===== src/rtl/shift_operand_queue.sv =====
// Operand queue in front of the 16-bit barrel shifter: resolves the shift count at push
// time and presents the head entry as In/Cnt/Op, with valid/ready on both sides.
module shift_operand_queue #(
    parameter int DEPTH = 2,
    parameter int DW    = 16
) (
    input  logic                     clk,
    input  logic                     rst_n,
    input  logic                     in_valid,
    output logic                     in_ready,
    input  logic [DW-1:0]            in_rs,
    input  logic [DW-1:0]            in_rt,
    input  logic [3:0]               in_imm,
    input  logic                     in_use_imm,
    input  logic [1:0]               in_op,
    input  logic                     flush,
    output logic                     out_valid,
    input  logic                     out_ready,
    output logic [DW-1:0]            sh_in,
    output logic [3:0]               sh_cnt,
    output logic [1:0]               sh_op,
    output logic [$clog2(DEPTH):0]   occupancy
);

    localparam int AW = $clog2(DEPTH);
    localparam logic [AW:0] FULL_OCC = (AW+1)'(DEPTH);

    // Handshake: a transfer happens on a side when its valid and ready are both high at
    // the rising edge and flush is low; ready/valid depend only on registered occupancy.
    logic [AW-1:0] wr_ptr;
    logic [AW-1:0] rd_ptr;
    logic [DW-1:0] rs_mem  [DEPTH];
    logic [3:0]    cnt_mem [DEPTH];
    logic [1:0]    op_mem  [DEPTH];
    logic          push;
    logic          pop;
    logic [3:0]    resolved_cnt;
    logic          unused_rt_hi;

    assign in_ready     = (occupancy != FULL_OCC);
    assign out_valid    = (occupancy != '0);
    assign push         = in_valid & in_ready & ~flush;
    assign pop          = out_valid & out_ready & ~flush;
    assign resolved_cnt = in_use_imm ? in_imm : in_rt[3:0];
    // Upper Rt bits never reach the shifter, so register counts wrap modulo 16.
    assign unused_rt_hi = ^in_rt[DW-1:4];

    always_ff @(posedge clk or negedge rst_n) begin
        if (!rst_n) begin
            wr_ptr    <= '0;
            rd_ptr    <= '0;
            occupancy <= '0;
        end else if (flush) begin
            occupancy <= '0;
            rd_ptr    <= wr_ptr;
        end else begin
            if (push) wr_ptr <= wr_ptr + 1'b1;
            if (pop)  rd_ptr <= rd_ptr + 1'b1;
            if (push && !pop)      occupancy <= occupancy + 1'b1;
            else if (pop && !push) occupancy <= occupancy - 1'b1;
        end
    end

    // Entry storage is deliberately left out of reset; out_valid gates what is visible.
    always_ff @(posedge clk) begin
        if (push) begin
            rs_mem[wr_ptr]  <= in_rs;
            cnt_mem[wr_ptr] <= resolved_cnt;
            op_mem[wr_ptr]  <= in_op;
        end
    end

    assign sh_in  = out_valid ? rs_mem[rd_ptr]  : '0;
    assign sh_cnt = out_valid ? cnt_mem[rd_ptr] : '0;
    assign sh_op  = out_valid ? op_mem[rd_ptr]  : '0;

endmodule


===== config.mk =====
export PLATFORM = sky130hd
export DESIGN_NAME = shift_operand_queue
export DESIGN_NICKNAME = d
export VERILOG_FILES = /design/src/rtl/shift_operand_queue.sv
export SDC_FILE = /design/constraint.sdc
export NUM_CORES = 1
export LEC_CHECK = 0
export BUFFER_PORTS_ARGS = -buffer_cell sky130_fd_sc_hd__buf_2
export CORE_MARGIN = 5
export CORE_UTILIZATION = 44
export CTS_CLUSTER_SIZE = 10
export DETAILED_ROUTE_END_ITERATION = 10
export HOLD_SLACK_MARGIN = 0.03
export PLACE_DENSITY_LB_ADDON = 0.1
export SLEW_MARGIN = 10
export SYNTH_ARGS = -nofsm -noshare
export SYNTH_HDL_FRONTEND = slang
export SYNTH_SLANG_ARGS = --single-unit

===== constraint.sdc =====
create_clock -name clk -period 2.08 [get_ports clk]
set_clock_uncertainty 0.05 [all_clocks]
set_input_delay 0.312 -clock clk [delete_from_list [all_inputs] [get_ports clk]]
set_output_delay 0.312 -clock clk [all_outputs]
set_load 0.03 [all_outputs]

# ---- Word-level counts from Yosys, hierarchy flattened
# Memories as Yosys holds them, arrays and structs flattened.
# Cells that the tools add are included.
# Widths: inputs -> output; s select.
dict set report classes {
  muxes 11
  n_reduce_logical 8
  eq_ne 1
  n_addsub 4
  n_bitwise 5
}
# cell count
set op_table {}
lappend op_table {{$mux 16} 1}
lappend op_table {{$mux 2} 4}
lappend op_table {{$mux 4} 2}
lappend op_table {{$and 1x1->1} 4}
lappend op_table {{$mux 1} 4}
lappend op_table {{$reduce_bool 2->1} 2}
lappend op_table {{$reduce_bool 3->1} 1}
lappend op_table {{$add 1x1->1 const B} 2}
lappend op_table {{$add 2x1->2 const B} 1}
lappend op_table {{$logic_and 1x1->1} 2}
lappend op_table {{$logic_not 1->1} 2}
lappend op_table {{$ne 2x2->1 const B} 1}
lappend op_table {{$reduce_and 2->1} 1}
lappend op_table {{$sub 2x1->2 const B} 1}
lappend op_table {{$not 1->1} 1}
dict set report word_totals {
  mem_bits_rw 44
  reg_bits 4
  wordCells 35
  output_inout_bits 26
  n_memories 3
}
# memory words width rd rd_ports_with_merged_regs wr line
set memory_table {}
lappend memory_table {rs_mem 2 16 1 0 1 32} ;# logic [DW-1:0] rs_mem [DEPTH];
lappend memory_table {cnt_mem 2 4 1 0 1 33} ;# logic [3:0] cnt_mem [DEPTH];
lappend memory_table {op_mem 2 2 1 0 1 34} ;# logic [1:0] op_mem [DEPTH];

# ---- Longest topological paths before layout
# Gate-level depths: netlist of the first run.
dict set report logic_depth {
  depth_word 8
  ltp_mapped 4
  ltp_nobuf 3
}

# ---- Worst setup path after synthesis of the first run
# No wires, ideal clock.
dict set report synth_timing {
  path_type {register to register}
  start {register occupancy[0]}
  end {memory cnt_mem[0][0] (enable)}
  period_less_slack_ps 2556
  path_stages_with_launch 4
  t_arrival_ps 2105
  t_required_ps 1629
  setup_ps 401
  path_slack_ps -476
  path_buffers 0
  path_cell_list {dfrtp_1 > nand2b_1 > nand3b_1 > nor2_1}
}
dict set report synth_via {
  elab_chain_len 5
}
# element line
set synth_rtl {}
lappend synth_rtl {{start: declaration} 22} ;# output logic [$clog2(DEPTH):0] occupancy
lappend synth_rtl {{start signal: assignment} 59} ;# if (push && !pop) occupancy <= occupancy + 1'b1;
lappend synth_rtl {{start signal: assignment} 60} ;# else if (pop && !push) occupancy <= occupancy - 1'b1;
lappend synth_rtl {{$ne 2x2->1} 40} ;# assign in_ready = (occupancy != FULL_OCC);
lappend synth_rtl {{named net in_ready} 10} ;# output logic in_ready,
lappend synth_rtl {{$and 1x1->1 (2 in a row)} 42} ;# assign push = in_valid & in_ready & ~flush;
lappend synth_rtl {{$mux 1} 66} ;# if (push) begin
lappend synth_rtl {{$mux 1 (not written as such)} 68} ;# cnt_mem[wr_ptr] <= resolved_cnt;
lappend synth_rtl {{end: declaration} 33}
# The timed path passes the listed nets, and every way through them passes these cells.

# ---- Worst setup path after layout of the first run
dict set report layout_timing {
  start {register occupancy[0]}
  end {output sh_in[1]}
}
dict set report layout_via {
  elab_chain_len 2
}
# element line
set layout_rtl {}
lappend layout_rtl {{$reduce_bool 2->1} 41} ;# assign out_valid = (occupancy != '0);
lappend layout_rtl {{$mux 16} 73} ;# assign sh_in = out_valid ? rs_mem[rd_ptr] : '0;
lappend layout_rtl {{end: declaration} 19} ;# output logic [DW-1:0] sh_in,
# No other way between the ends.

==> summary.md, run 1 <==
| Metric | Value |
|---|---|
| Final GP Congestion | 0.700 |
| Chain of cells forming the critical path | nor2_2 > buf_4 > nor2_1 > buf_2 |
| CP max FO | 23 |
| Initial DRC Count | 84 |
| Count of cell types in the netlist | 19 |
| Clock slew at reported path FFs | 80 ps |
| Vias in the first global route | 1,204 |
| GRT met2 Usage | 22.2% |
| Startpoint Class | flip-flop |
| All-Layer GR Usage | 11.8% |
| Post-route setup slack | 283 ps |
| Rows | 24 |
| H-tree Lvls | 2 |
| CTS tree | done |
| Setup TNS | 0 ps |
| Switch share | 29.8% |
| Number of antenna diodes | 0 |
| Total global routing overflow | 0 |
| Hold path start | in_rs[1] |
| Combinational Power Share | 28.7% |
| Final slew viol count | 0 |
| Status | completed |
| Core area | 4290 µm² |
| Layout area overhead | 25.5% |
| Die ar. | 5810 µm² |
| Share of layout cells above drive strength 1 | 40.0% |
| P_sw | 0.709 mW |
| Hold slack | 168 ps |
| Worst r2r dst | op_mem[0][0] |
| GRT met1 Usage | 12.2% |
| Post-Syn Area | 1930 µm² |
| Wire per inst | 14.5 µm |
| Sequential share of power | 51.3% |
| Final WL | 3.52 mm |
| Post-DP HPWL | 2.59 mm |
| RSZ-0062 raised after global routing | no |
| Worst vdd ir | 0.531 mV |
| HP Class | input pin to flip-flop |
| Final Util | 56.4% |
| Worst slack, placed | 340 ps |
| Slew @ Worst Pin | 367 ps |
| Vias | 1,158 |
| Vias per cell | 4.79 |
| FF-to-FF Start | occupancy[0] |
| First-pass GRT wire length | 5.45 mm |
| Final setup vio count | 0 |
| Max-cap check violation count | 0 |
| Critical path arrival | 1430 ps |
| CTS Buf Count | 5 |
| Final net count | 234 |
| Min Clock Period, post-route | 1800 ps |
| Int Power | 1.67 mW |
| Post_cts resized | 0 |
| Root Buffer | clkbuf_8 |
| FMAX | 557 MHz |
| Clk buf depth | 2 |
| Post-synth net total | 167 |
| Required time worst endpoint | 1720 ps |
| Initial Util | 44.9% |
| Post-route clock period utilization | 86.4% |
| I/O Buffers | 57 |
| Crit path largest cell delay | 460 ps |
| Sequential-to-total area share from yosys stat | 73.7% |
| Yosys warns | 0 |
| Endpoints failing hold | 0 |
| Critical setup path kind | flip-flop to output port |
| Die H | 76.2 µm |
| Power Density | 983 nW/µm² |
| Hold path depth | 1 |
| Slew Limit Headroom | 75.5% |
| First-pass iteration count of the detailed router | 4 |
| Initial antenna violation count | 0 |
| Die Wd | 76.2 µm |
| Worst Hold Endpoint | rs_mem[0][1] |
| Clock share of power | 20.1% |
| CTS Sinks | 48 |
| Ports | 70 |
| Synth Register Bits | 48 |
| Post-Synthesis Cells | 123 |
| Worst r2r path cells | 4 |
| CP Capture Type | output port |
| Mean cell area of the mapped netlist | 15.7 µm² |
| # DRC | 0 |
| Worst R2R Setup Slack | 310 ps |
| DRT antenna net count | 0 |
| Leakage power | 1.01 nW |
| Grt met3 use | 3.90% |
| Clk_lat worst skew | 280 ps |
| Gr busiest metal | met2 |
| Largest net degree at the start of global routing | 24 |
| Worst path slowest cell | dfrtp_1 |
==> state kept, by name (all words and copies together) (netlist names) <==
name	flops
cnt_mem	8
op_mem	4
occupancy	2
rd_ptr	1
rs_mem	32
wr_ptr	1
==> kinds of logic after synthesis <==
logic type	after synthesis	synth area share, %
AO/OA/AOI/OAI	6	1.69
AND/OR/NAND/NOR	33	7.46
buffers and inverters	7	1.95
multiplexers	27	14.3
flip-flops	48	73.7
XOR/XNOR	2	0.909
==> cell usage after synthesis, drive strengths merged <==
master / instances / share of area, %
nand3: 1 / 0.26
buf: 5 / 1.6
a21o: 1 / 0.39
mux2: 4 / 2.3
xnor2: 1 / 0.45
xor2: 1 / 0.45
nand3b: 2 / 0.78
o21ai: 2 / 0.52
nand2b: 2 / 0.65
nor2: 25 / 4.9
edfxtp: 44 / 69
nor3b: 1 / 0.39
mux2i: 23 / 12
dfrtp: 4 / 5.2
nand2: 1 / 0.19
or2: 1 / 0.32
inv: 2 / 0.39
a21oi: 3 / 0.78
==> critical path: cells and delay by family, from the launching register on <==
kind	cells	cell delay (ps)
flops	1	460
simple gates	2	220
buf+inv	2	460
==> placed cells by master, fill, tap and decap left out <==
cell | netlist | final
a21o_1 | 1 | 1
a21oi_1 | 3 | 3
buf_12 | 0 | 2
buf_2 | 3 | 57
buf_4 | 2 | 5
clkbuf_8 | 0 | 5
clkinv_1 | 0 | 2
dfrtp_1 | 4 | 4
dlygate4sd3_1 | 0 | 1
edfxtp_1 | 44 | 44
inv_1 | 2 | 2
mux2_2 | 4 | 4
mux2i_1 | 23 | 23
nand2_1 | 1 | 1
nand2b_1 | 2 | 2
nand3_1 | 1 | 1
nand3b_1 | 2 | 2
nor2_1 | 25 | 22
nor2_2 | 0 | 3
nor3b_1 | 1 | 1
o21ai_1 | 2 | 2
or2_0 | 1 | 1
xnor2_1 | 1 | 1
xor2_1 | 1 | 1
==> worst max path at each step <==
| stage | slack, ps | from | depth (start not counted) | to |
|---|---|---|---|---|
| 5_1_grt | 160 | occupancy[0] | 4 | sh_in[12] |
| 3_3_place_gp | 430 | occupancy[0] | 4 | rs_mem[1][10] |
| 6_report | 280 | occupancy[0] | 4 | sh_in[1] |
| 3_5_place_dp | 340 | occupancy[0] | 4 | op_mem[0][0] |
| 4_1_cts | 260 | occupancy[0] | 4 | sh_cnt[3] |
| 2_1_floorplan | -150 | occupancy[0] | 3 | cnt_mem[0][0] |
==> metrics by stage <==
stage / std cells / cell area (µm²) / total power, mW
detailed placement: 234 / 2330 / 1.93
floorplan: 123 / 1930 / 1.72
global route: 242 / 2420 / 2.49
CTS: 242 / 2420 / 2.41
global placement: 234 / 2330 / 1.91
finish: 242 / 2420 / 2.38
==> metal layers <==
metal	wire length, µm	vias to the layer above
li1	-	582
met1	1300	537
met2	1980	35
met3	207	4
met4	27	0
met5	0	-
==> area by class of cell <==
class / count / area, µm²
Clock buffer: 5 / 68.8
Clock inverter: 2 / 7.51
Fill cell: 351 / 1870
Inverter: 2 / 7.51
Multi-Input combinational cell: 68 / 477
Sequential cell: 48 / 1420
Tap cell: 52 / 65.1
Timing Repair Buffer: 65 / 373
==> what timing repair did <==
item	CTS	global route
hold buffers	1	0
setup buffers	0	0
hold endpoints to repair	4	0
==> power by group through the flow <==
stage / sequential [mW] / combinational (mW) / clock (mW)
after floorplan: 1.23 / 0.486 / 0
after global placement: 1.23 / 0.679 / 0
after detailed placement: 1.24 / 0.690 / 0
after CTS: 1.22 / 0.693 / 0.500
after global routing: 1.23 / 0.730 / 0.536
final: 1.22 / 0.682 / 0.477
Power figures use the tool's default switching activity.
==> run 2, diff against run 1 <==
- CORE_ASPECT_RATIO: unset -> 0.8
==> run 2 against run 1 <==
Final cell count up 2.9%. Hold slack worse by 6.5 ps. First-iteration DRC count down 64%. Critical endpoint is now sh_in[6]. Largest cell class unchanged.
==> summary.md, run 2 (synthesized netlist as in run 1, its figures left out) <==
| Metric | Value |
|---|---|
| Non-Filler Instances | 249 |
| Hold path depth | 1 |
| Slew Limit Headroom | 82.3% |
| Post_cts resized | 0 |
| Vias | 1,173 |
| Core area | 4200 µm² |
| Most common cell after layout, fill and taps aside | buf_2 |
| Max FFs per register | 32 |
| Post-CTS setup buffer count | 0 |
| Ports | 70 |
| Die ar. | 5810 µm² |
| Min Clock Period, post-route | 1750 ps |
| Endpoints failing hold | 0 |
| Total power | 2.39 mW |
| CP Capture Type | output port |
| H-tree Lvls | 2 |
| FMAX | 570 MHz |
| CTS tree | done |
| Number of antenna diodes | 0 |
| Max-cap check violation count | 0 |
| Final WL | 3.43 mm |
| Die Wd | 84.0 µm |
| Final Util | 57.5% |
| Wire per inst | 13.8 µm |
| First-pass GRT wire length | 5.46 mm |
| Clock slew at reported path FFs | 80 ps |
| Worst r2r path cells | 4 |
| # DRC | 0 |
| Hold path start | in_rs[13] |
| Share of layout cells above drive strength 1 | 40.6% |
| HP Class | input pin to flip-flop |
| CTS Sinks | 48 |
| Cell Area, Placed | 2320 µm² |
| Worst R2R Setup Slack | 470 ps |
| Startpoint Class | flip-flop |
| Commonest non-fill, non-tap cells in the layout | buf_2, edfxtp_1, mux2i_1 |
| Worst r2r dst | rs_mem[0][0] |
| Worst Hold Endpoint | rs_mem[0][13] |
| Rows | 21 |
| Slew @ Worst Pin | 266 ps |
| Initial Util | 45.9% |
| Power Density | 989 nW/µm² |
| Final GP Congestion | 0.635 |
| Post-route clock period utilization | 84.4% |
| Worst vdd ir | 0.543 mV |
| Biggest register | rs_mem |
| Final net count | 235 |
| Vias in the first global route | 1,191 |
| Clk_lat worst skew | 280 ps |
| Post-DP HPWL | 2.53 mm |
| Leakage power | 1.00 nW |
| Status | completed |
| I/O Buffers | 57 |
| Post-route cell area | 2420 µm² |
| Final setup vio count | 0 |
| Root Buffer | clkbuf_8 |
| Required time worst endpoint | 1720 ps |
| Die H | 69.2 µm |
| Number of placed instances, taps included | 240 |
| Critical path arrival | 1390 ps |
| Critical setup path kind | flip-flop to output port |
| Initial DRC Count | 30 |
| Hold_buf cts | 1 |
| Layout area overhead | 25.3% |
| DRT antenna net count | 0 |
| First-pass iteration count of the detailed router | 4 |
| Final slew viol count | 0 |
| CP max FO | 15 |
| Top Registers | rs_mem: 32 flops, cnt_mem: 8 flops, op_mem: 4 flops |
| RSZ-0062 raised after global routing | no |
| Clk buf depth | 2 |
| Total global routing overflow | 0 |
| All-Layer GR Usage | 12.2% |
| CTS Buf Count | 5 |
| Largest net degree at the start of global routing | 16 |
| Crit path launch | rd_ptr |
| Vias per cell | 4.71 |
| Initial antenna violation count | 0 |
| FF-to-FF Start | occupancy[0] |
-- run 2: cell count changes in the layout (fill, tap and decap cells not counted) --
cell,previous run,this run
buf_12,2,0
clkbuf_1,0,1
buf_4,5,8
clkinv_1,2,1
clkinvlp_4,0,1
-- run 2: area by class of cell --
type                    count  area [µm²]
repair buffers             66         355
multi-input cells          68         477
clock inverters             2        11.3
flip-flops and latches     48        1420
fillers                   356        1790
clock buffers               6        72.6
inverters                   2        7.51
well taps                  57        71.3
-- run 2: critical path, stage by stage, from the launching register on --
cell and delay (ps):
dfrtp_1 350, buf_4 280, mux2i_1 250, nor2_1 60, buf_2 170
-- run 2: how the worst max path moves through the flow --
stage | endpoint | slack, ps
4_1_cts | sh_in[6] | 290
3_3_place_gp | rs_mem[0][13] | 570
6_report | sh_in[6] | 330
5_1_grt | sh_in[11] | 230
2_1_floorplan | cnt_mem[0][0] | -150
3_5_place_dp | rs_mem[0][13] | 470
-- run 2: stage by stage --
step,setup slack [ps],setup TNS [ps],hold slack (ps)
floorplan,-149,-6540,-33.6
global placement,569,0,70.8
detailed placement,472,0,76.0
CTS,293,0,152
global route,232,0,132
finish,325,0,161
-- run 2: routing by layer --
metal / global-route usage [%] / vias up / share of wire [%]
met5: 0 / - / 0
li1: - / 581 / -
met3: 6.77 / 2 / 7.8
met4: 2.68 / 0 / 0.55
met1: 13.9 / 555 / 42
met2: 20.3 / 35 / 50
-- run 2: power by group --
part	switching (mW)	leakage, nW	internal (mW)
clock	0.272	0.0388	0.233
sequential	0.0398	0.454	1.18
combinational	0.409	0.511	0.257
total	0.721	1.00	1.67
